File: config.mk
export PLATFORM = sky130hd
export DESIGN_NAME = pc_next_unit
export DESIGN_NICKNAME = d
export VERILOG_FILES = /design/src/rtl/pc_next_unit.sv
export SDC_FILE = /design/constraint.sdc
export NUM_CORES = 1
export LEC_CHECK = 0
export CORE_MARGIN = 3
export CORE_UTILIZATION = 42
export CTS_CLUSTER_SIZE = 30
export DETAILED_ROUTE_END_ITERATION = 8
export PLACE_DENSITY = 0.86
export SLEW_MARGIN = 5
export SYNTH_ARGS = -nofsm -noshare
export SYNTH_HDL_FRONTEND = slang
export SYNTH_SLANG_ARGS = --single-unit
File: constraint.sdc
create_clock -name clk -period 2.05 [get_ports clk]
set_clock_uncertainty 0.15 [all_clocks]
set_input_delay 0.3075 -clock clk [delete_from_list [all_inputs] [get_ports clk]]
set_output_delay 0.3075 -clock clk [all_outputs]
set_load 0.02 [all_outputs]
File: src/rtl/pc_next_unit.sv
// Registered next-PC unit: selects PC+4 or the branch target PC+4+(sext(imm16)<<2) and registers it.
// Optional build macro PC_WRAP_FLAG_EN adds a registered pc_wrap overflow flag.

module pc_adder32 (
  input  logic [31:0] a,
  input  logic [31:0] b,
  input  logic        cin,
  output logic [31:0] sum,
  output logic        cout
);
  assign {cout, sum} = {1'b0, a} + {1'b0, b} + {32'd0, cin};
endmodule

// Only the low 30 bits reach the shifter; the two dropped bits would fall off the top anyway.
module pc_shl2 (
  input  logic [29:0] din,
  output logic [31:0] dout
);
  assign dout = {din, 2'b00};
endmodule

module pc_mux2 (
  input  logic [31:0] a,
  input  logic [31:0] b,
  input  logic        sel,
  output logic [31:0] y
);
  genvar gi;
  generate
    for (gi = 0; gi < 32; gi++) begin : g_bit
      assign y[gi] = sel ? b[gi] : a[gi];
    end
  endgenerate
endmodule

module pc_next_unit #(
  parameter logic [31:0] RESET_PC = 32'h0000_0000
) (
  input  logic        clk,
  input  logic        rst_n,
  input  logic [31:0] p_in,
  input  logic [15:0] instruct,
  input  logic        control,
  output logic [31:0] pc_plus4,
  output logic [31:0] p_out
`ifdef PC_WRAP_FLAG_EN
  , output logic      pc_wrap
`endif
);
  logic [29:0] ext_low;
  logic [31:0] off;
  logic [31:0] tgt;
  logic [31:0] sel_next;
  logic [31:0] p_out_reg;
`ifdef PC_WRAP_FLAG_EN
  logic        carry_a;
  logic [34:0] exact_tgt;
  logic        wrap_next;
  logic        wrap_reg;
`else
  logic        carry_a_unused;
`endif
  logic        carry_b_unused;

  assign ext_low = {{14{instruct[15]}}, instruct};

  pc_adder32 u_adder_a (
    .a    (p_in),
    .b    (32'd4),
    .cin  (1'b0),
    .sum  (pc_plus4),
`ifdef PC_WRAP_FLAG_EN
    .cout (carry_a)
`else
    .cout (carry_a_unused)
`endif
  );

  pc_shl2 u_shl2 (
    .din  (ext_low),
    .dout (off)
  );

  pc_adder32 u_adder_b (
    .a    (pc_plus4),
    .b    (off),
    .cin  (1'b0),
    .sum  (tgt),
    .cout (carry_b_unused)
  );

  pc_mux2 u_mux (
    .a   (pc_plus4),
    .b   (tgt),
    .sel (control),
    .y   (sel_next)
  );

  always_ff @(posedge clk or negedge rst_n) begin
    if (!rst_n) begin
      p_out_reg <= RESET_PC;
    end else begin
      p_out_reg <= sel_next;
    end
  end

  assign p_out = p_out_reg;

`ifdef PC_WRAP_FLAG_EN
  // Exact branch sum in 35 bits: any set bit above bit 31 means below 0 or above 2^32-1.
  assign exact_tgt = {3'b000, p_in} + 35'd4 + {{3{instruct[15]}}, ext_low, 2'b00};
  assign wrap_next = control ? (exact_tgt[34:32] != 3'b000) : carry_a;

  always_ff @(posedge clk or negedge rst_n) begin
    if (!rst_n) begin
      wrap_reg <= 1'b0;
    end else begin
      wrap_reg <= wrap_next;
    end
  end

  assign pc_wrap = wrap_reg;
`endif

endmodule

==> results of run 1 <==
==> cell usage after synthesis (11+ instances only) <==
cell and count:
a21oi_1 49, nor2_1 40, ha_1 35, nand2_1 35, xnor2_1 34, dfrtp_1 32, nand3_1 22, xor2_1 17
o21ai_0 14, a21o_1 12, clkbuf_1 12, nand4_1 11
==> cells by family after synthesis <==
group / after synthesis
buf+inv: 24
compound gates: 115
flops: 32
mux: 3
fa+ha+maj: 36
simple gates: 149
xor+xnor: 51
==> through the flow <==
| stage | std cells | cell area, sq um | setup WS, ns | hold WS (ns) |
|---|---|---|---|---|
| 2_1_floorplan | 410 | 3810 | -1.21 | -0.138 |
| 3_3_place_gp | 757 | 6120 | -1.78 | 0.443 |
| 3_5_place_dp | 757 | 6120 | -1.89 | 0.442 |
==> summary.md, run 1 <==
| Metric | Value |
|---|---|
| Status | stopped before the end |
| Stage reached | clock tree synthesis (4_1_cts) |
| Log Error | [ERROR DPL-0038] Utilization greater than 100%, impossible to legalize |
| Clock tree sinks | 32 |
| Cts bufs inserted | 5 |
| Hold buffers post-CTS | 0 |
| Leading area contributor after synthesis | dfrtp_1 |
| Die Wd | 94.7 um |
| Ys flop type | dfrtp_1 |
| Initial core utilization | 0.444 |
| Largest cells by area after synthesis | dfrtp_1, ha_1, xnor2_1 |
| Post-synth ARST share | 1.00 |
| Mapped Area | 3300 sq um |
| GP Congestion | 0.951 |
| Number of port buffers | 114 |
| Synthesis Warnings | 0 |
| Avg Synthesized Cell Area | 8.06 sq um |
| HPWL after DPL | 10700 um |
| Sequential share of the synthesized area | 0.242 |
| Mux contribution to synthesized area | 0.00947 |
| Share of the synthesized area in the top cell type | 0.242 |
| Netlist cell types | 54 |
| Root Buffer Master | clkbuf_8 |
| Largest family of logic cells by synthesized area | simple AND/OR/NAND/NOR gates |
| Row count | 31 |
| Area fraction in compound gates after synthesis | 0.219 |
| H-tree levels | 2 |
| Post-Syn Instances | 410 |
| Post-synth EDFFs | 0 |
| Die H | 94.7 um |
| FF+latch count, synth | 32 |
| Adder-cell share of the synthesized area | 0.139 |
| Post-CTS sizing | 365 |
| Synth Area in XOR/XNOR | 0.135 |
| Top-level I/O count | 115 |
| Synth Area in Simple Gates | 0.226 |
| Setup bufs post-CTS | 63 |
| Mapped Nets | 497 |
| Clock tree buffer depth | 2 |
==> run 2: changes to the inputs <==
- CORE_UTILIZATION: 42 -> 30
- CTS_CLUSTER_SIZE: 30 -> unset
- PLACE_DENSITY: 0.86 -> unset
- PLACE_DENSITY_LB_ADDON: unset -> 0.15
- clock period: 2.05 -> 2.7 ns (I/O delays scaled with it)
==> run 2 against run 1 <==
Compared with the run above: the flow now finishes, with violations (negative setup slack); synthesized cell count unchanged; synthesized area is the same.
==> summary.md, run 2 <==
| Metric | Value |
|---|---|
| Status | finished, violations left |
| Failing checks | negative setup slack |
| Post-synth EDFFs | 0 |
| HPWL after DPL | 9910 um |
| FF+latch count, synth | 32 |
| Fill count | 770 |
| Pre-antenna DRT Iters | 4 |
| Comb pwr share | 0.604 |
| Critical path arrival | 3.22 ns |
| Critical Path Most Common Cell | buf_6 |
| Hold buffers post-CTS | 0 |
| Pwr dens | 358 nW/um^2 |
| Synthesis Warnings | 0 |
| Row count | 37 |
| Drt first-iter violations | 187 |
| GP Congestion | 0.850 |
| Wire per inst | 16.9 um |
| Max Clock Freq | 314 MHz |
| Routed WL | 14400 um |
| Share of the synthesized area in the top cell type | 0.242 |
| Global Route Usage Sum | 0.216 |
| Antenna cells | 0 |
| Top cells by count, synth | a21oi_1, nor2_1, ha_1, nand2_1, xnor2_1 |
| CP Cell Sequence | buf_6 > and3_4 > buf_6 > nand2_4 > nor3_4 > buf_6 > buf_12 > xor2_4 > ha_4 > nand4_1 > o211ai_1 > buf_4 > nor3_4 > o21ai_2 > nand3b_1 > a21oi_2 > or3_1 > a31o_2 |
| Clock tree sinks | 32 |
| Avg Synthesized Cell Area | 8.06 sq um |
| NetSw | 983 uW |
| Adder-cell share of the synthesized area | 0.139 |
| Reg power frac | 0.216 |
| Root Buffer Master | clkbuf_8 |
| Crit-path slowest cell | or3_1 |
| Total core area | 10500 sq um |
| Register area | 801 sq um |
| Worst slew pin tran | 0.782 ns |
| Layout cells sized above 1 | 0.536 |
| Synthesis-to-finish area growth | 122% |
| Leak | 3.25 nW |
| Post-synth ARST share | 1.00 |
| Fin crit period | 3.18 ns |
| Final ANT Viol Nets | 0 |
| Final worst path period share | 1.18 |
| Worst hold path class | input pin to async pin |
| Reg clk slew, reported paths | 0.08 ns |
| Worst endpoint required time | 2.74 ns |
| Initial core utilization | 0.314 |
| Largest net degree at the start of global routing | 44 |
| Max-slew violations | 0 |
| Die Wd | 111 um |
| RSZ-0062 raised after global routing | true |
| Final hold vios | 0 |
| Commonest cells after routing, fill and taps aside | buf_4, clkdlybuf4s50_1, nor2_1, dfrtp_1, a21oi_1 |
| Fin nets | 801 |
| Number of flip-flops in the largest register | 32 |
| Clock power share | 0.181 |
| Die H | 111 um |
| Critical Path Source | p_in[6] |
| Dpl ws | -1.41 ns |
| Crit-path max cell delay | 0.34 ns |
| Sw Ratio | 0.374 |
| Leading area contributor after synthesis | dfrtp_1 |
| Placed Area | 6060 sq um |
| Mapped Area | 3300 sq um |
| Vias post-DR | 4347 |
| Cell-internal power | 1.65 mW |
| Final setup vio count | 17 |
| Largest cells by area after synthesis | dfrtp_1, ha_1, xnor2_1 |
| Critical Path End Type | flop |
| TritonCTS clock tree | built |
| Area of the multi-input gates | 3580 sq um |
| First-pass GRT wire length | 21900 um |
| Cts bufs inserted | 5 |
| Ys flop type | dfrtp_1 |
| CP max FO | 6 |
| Number of port buffers | 114 |
| Largest family of logic cells by synthesized area | simple AND/OR/NAND/NOR gates |
| Mux contribution to synthesized area | 0.00947 |
| Area fraction in compound gates after synthesis | 0.219 |
| Sequential share of the synthesized area | 0.242 |
| Synth Area in XOR/XNOR | 0.135 |
| Power consumption | 2.63 mW |
| Grt ovf | 0 |
| Post-Syn Instances | 410 |
| Netlist cell types | 54 |
| Top-level I/O count | 115 |
| Most common cell after layout, fill and taps aside | buf_4 |
| Max-slew headroom | 0.479 |
| Die area | 12300 sq um |
| Post-route cell area | 7340 sq um |
| DRC | 0 |
| Top-count cell post-synth | a21oi_1 |
| Clock tree buffer depth | 2 |
| H-tree levels | 2 |
| Synth Area in Simple Gates | 0.226 |
| Via count of the first global-routing pass | 4550 |
| Fin worst setup slack | -0.484 ns |
| DR vias/cell | 5.11 |
| Worst setup path category | input pin to flop |
| VDD IR max | 0.287 mV |
| Initial antenna violation count | 0 |
| Startpoint class of the critical path | input pin |
| Mapped Nets | 497 |
| MaxCap Viol Count | 0 |
## run 2: cell counts after synthesis
No cell type changed its count.
## run 2: critical path, delay by kind of cell
kind	cells	cell delay [ns]
adder cells (fa/ha/maj)	1	0.26
AND/OR/NAND/NOR	7	1.09
XOR/XNOR	1	0.22
AO/OA/AOI/OAI	4	0.59
buffers and inverters	5	0.65
## run 2: metrics by stage
stage	hold WS, ns	instances	util	setup TNS, ns
final	0.0324	851	0.699	-6.04
after global routing	0.0956	851	0.699	-8.17
after CTS	0.0604	830	0.641	-4.61
after global placement	0.382	790	0.577	-38.34
after floorplan	-0.0406	410	-	-8.12
after detailed placement	0.384	790	0.577	-39.38
## run 2: final cells by class
cell class / instances / share of cell area
clock buffer: 6 / 0.00988
clock inverter: 2 / 0.00477
inverter: 7 / 0.00358
multi-input combinational: 354 / 0.487
sequential: 32 / 0.109
tap: 136 / 0.0232
timing repair buffer: 314 / 0.363
## run 2: how the worst max path moves through the flow
stage                            to  slack (ns)  cells past startpoint
after global routing      p_out[30]       -0.59                     19
after detailed placement  p_out[24]       -1.41                     15
final                     p_out[27]       -0.48                     18
after floorplan           p_out[31]       -0.66                     16
after CTS                 p_out[28]       -0.48                     15
after global placement    p_out[27]       -1.37                     17
## run 2: timing repair
| item | in CTS | in global routing |
|---|---|---|
| pin swaps | 65 | 67 |
| setup endpoints to repair | 53 | 28 |
| setup buffers | 34 | 23 |
| cloned | 0 | 0 |
| gates resized for setup | 174 | 93 |
## run 2: cell families (layout without fill, tap and decap cells)
family / Yosys count / after routing
simple gates: 149 / 149
flops: 32 / 32
xor+xnor: 51 / 51
mux: 3 / 3
fa+ha+maj: 36 / 36
buf+inv: 24 / 329
compound gates: 115 / 115
## run 2: metal layers
metal,GRT usage,vias up,share of wire
li1,-,2097,-
met1,0.256,2104,0.40
met2,0.398,124,0.53
met3,0.0306,22,0.046
met4,0.0690,0,0.022
met5,0,-,0
## run 2: power groups by stage
stage / sequential (mW) / combinational [mW] / clock, mW
finish: 0.567 / 1.59 / 0.475
global route: 0.574 / 1.70 / 0.507
detailed placement: 0.578 / 1.27 / 0
CTS: 0.568 / 1.40 / 0.481
global placement: 0.576 / 1.26 / 0
floorplan: 0.664 / 0.552 / 0
Note: power is estimated with default switching activity, not from simulation.
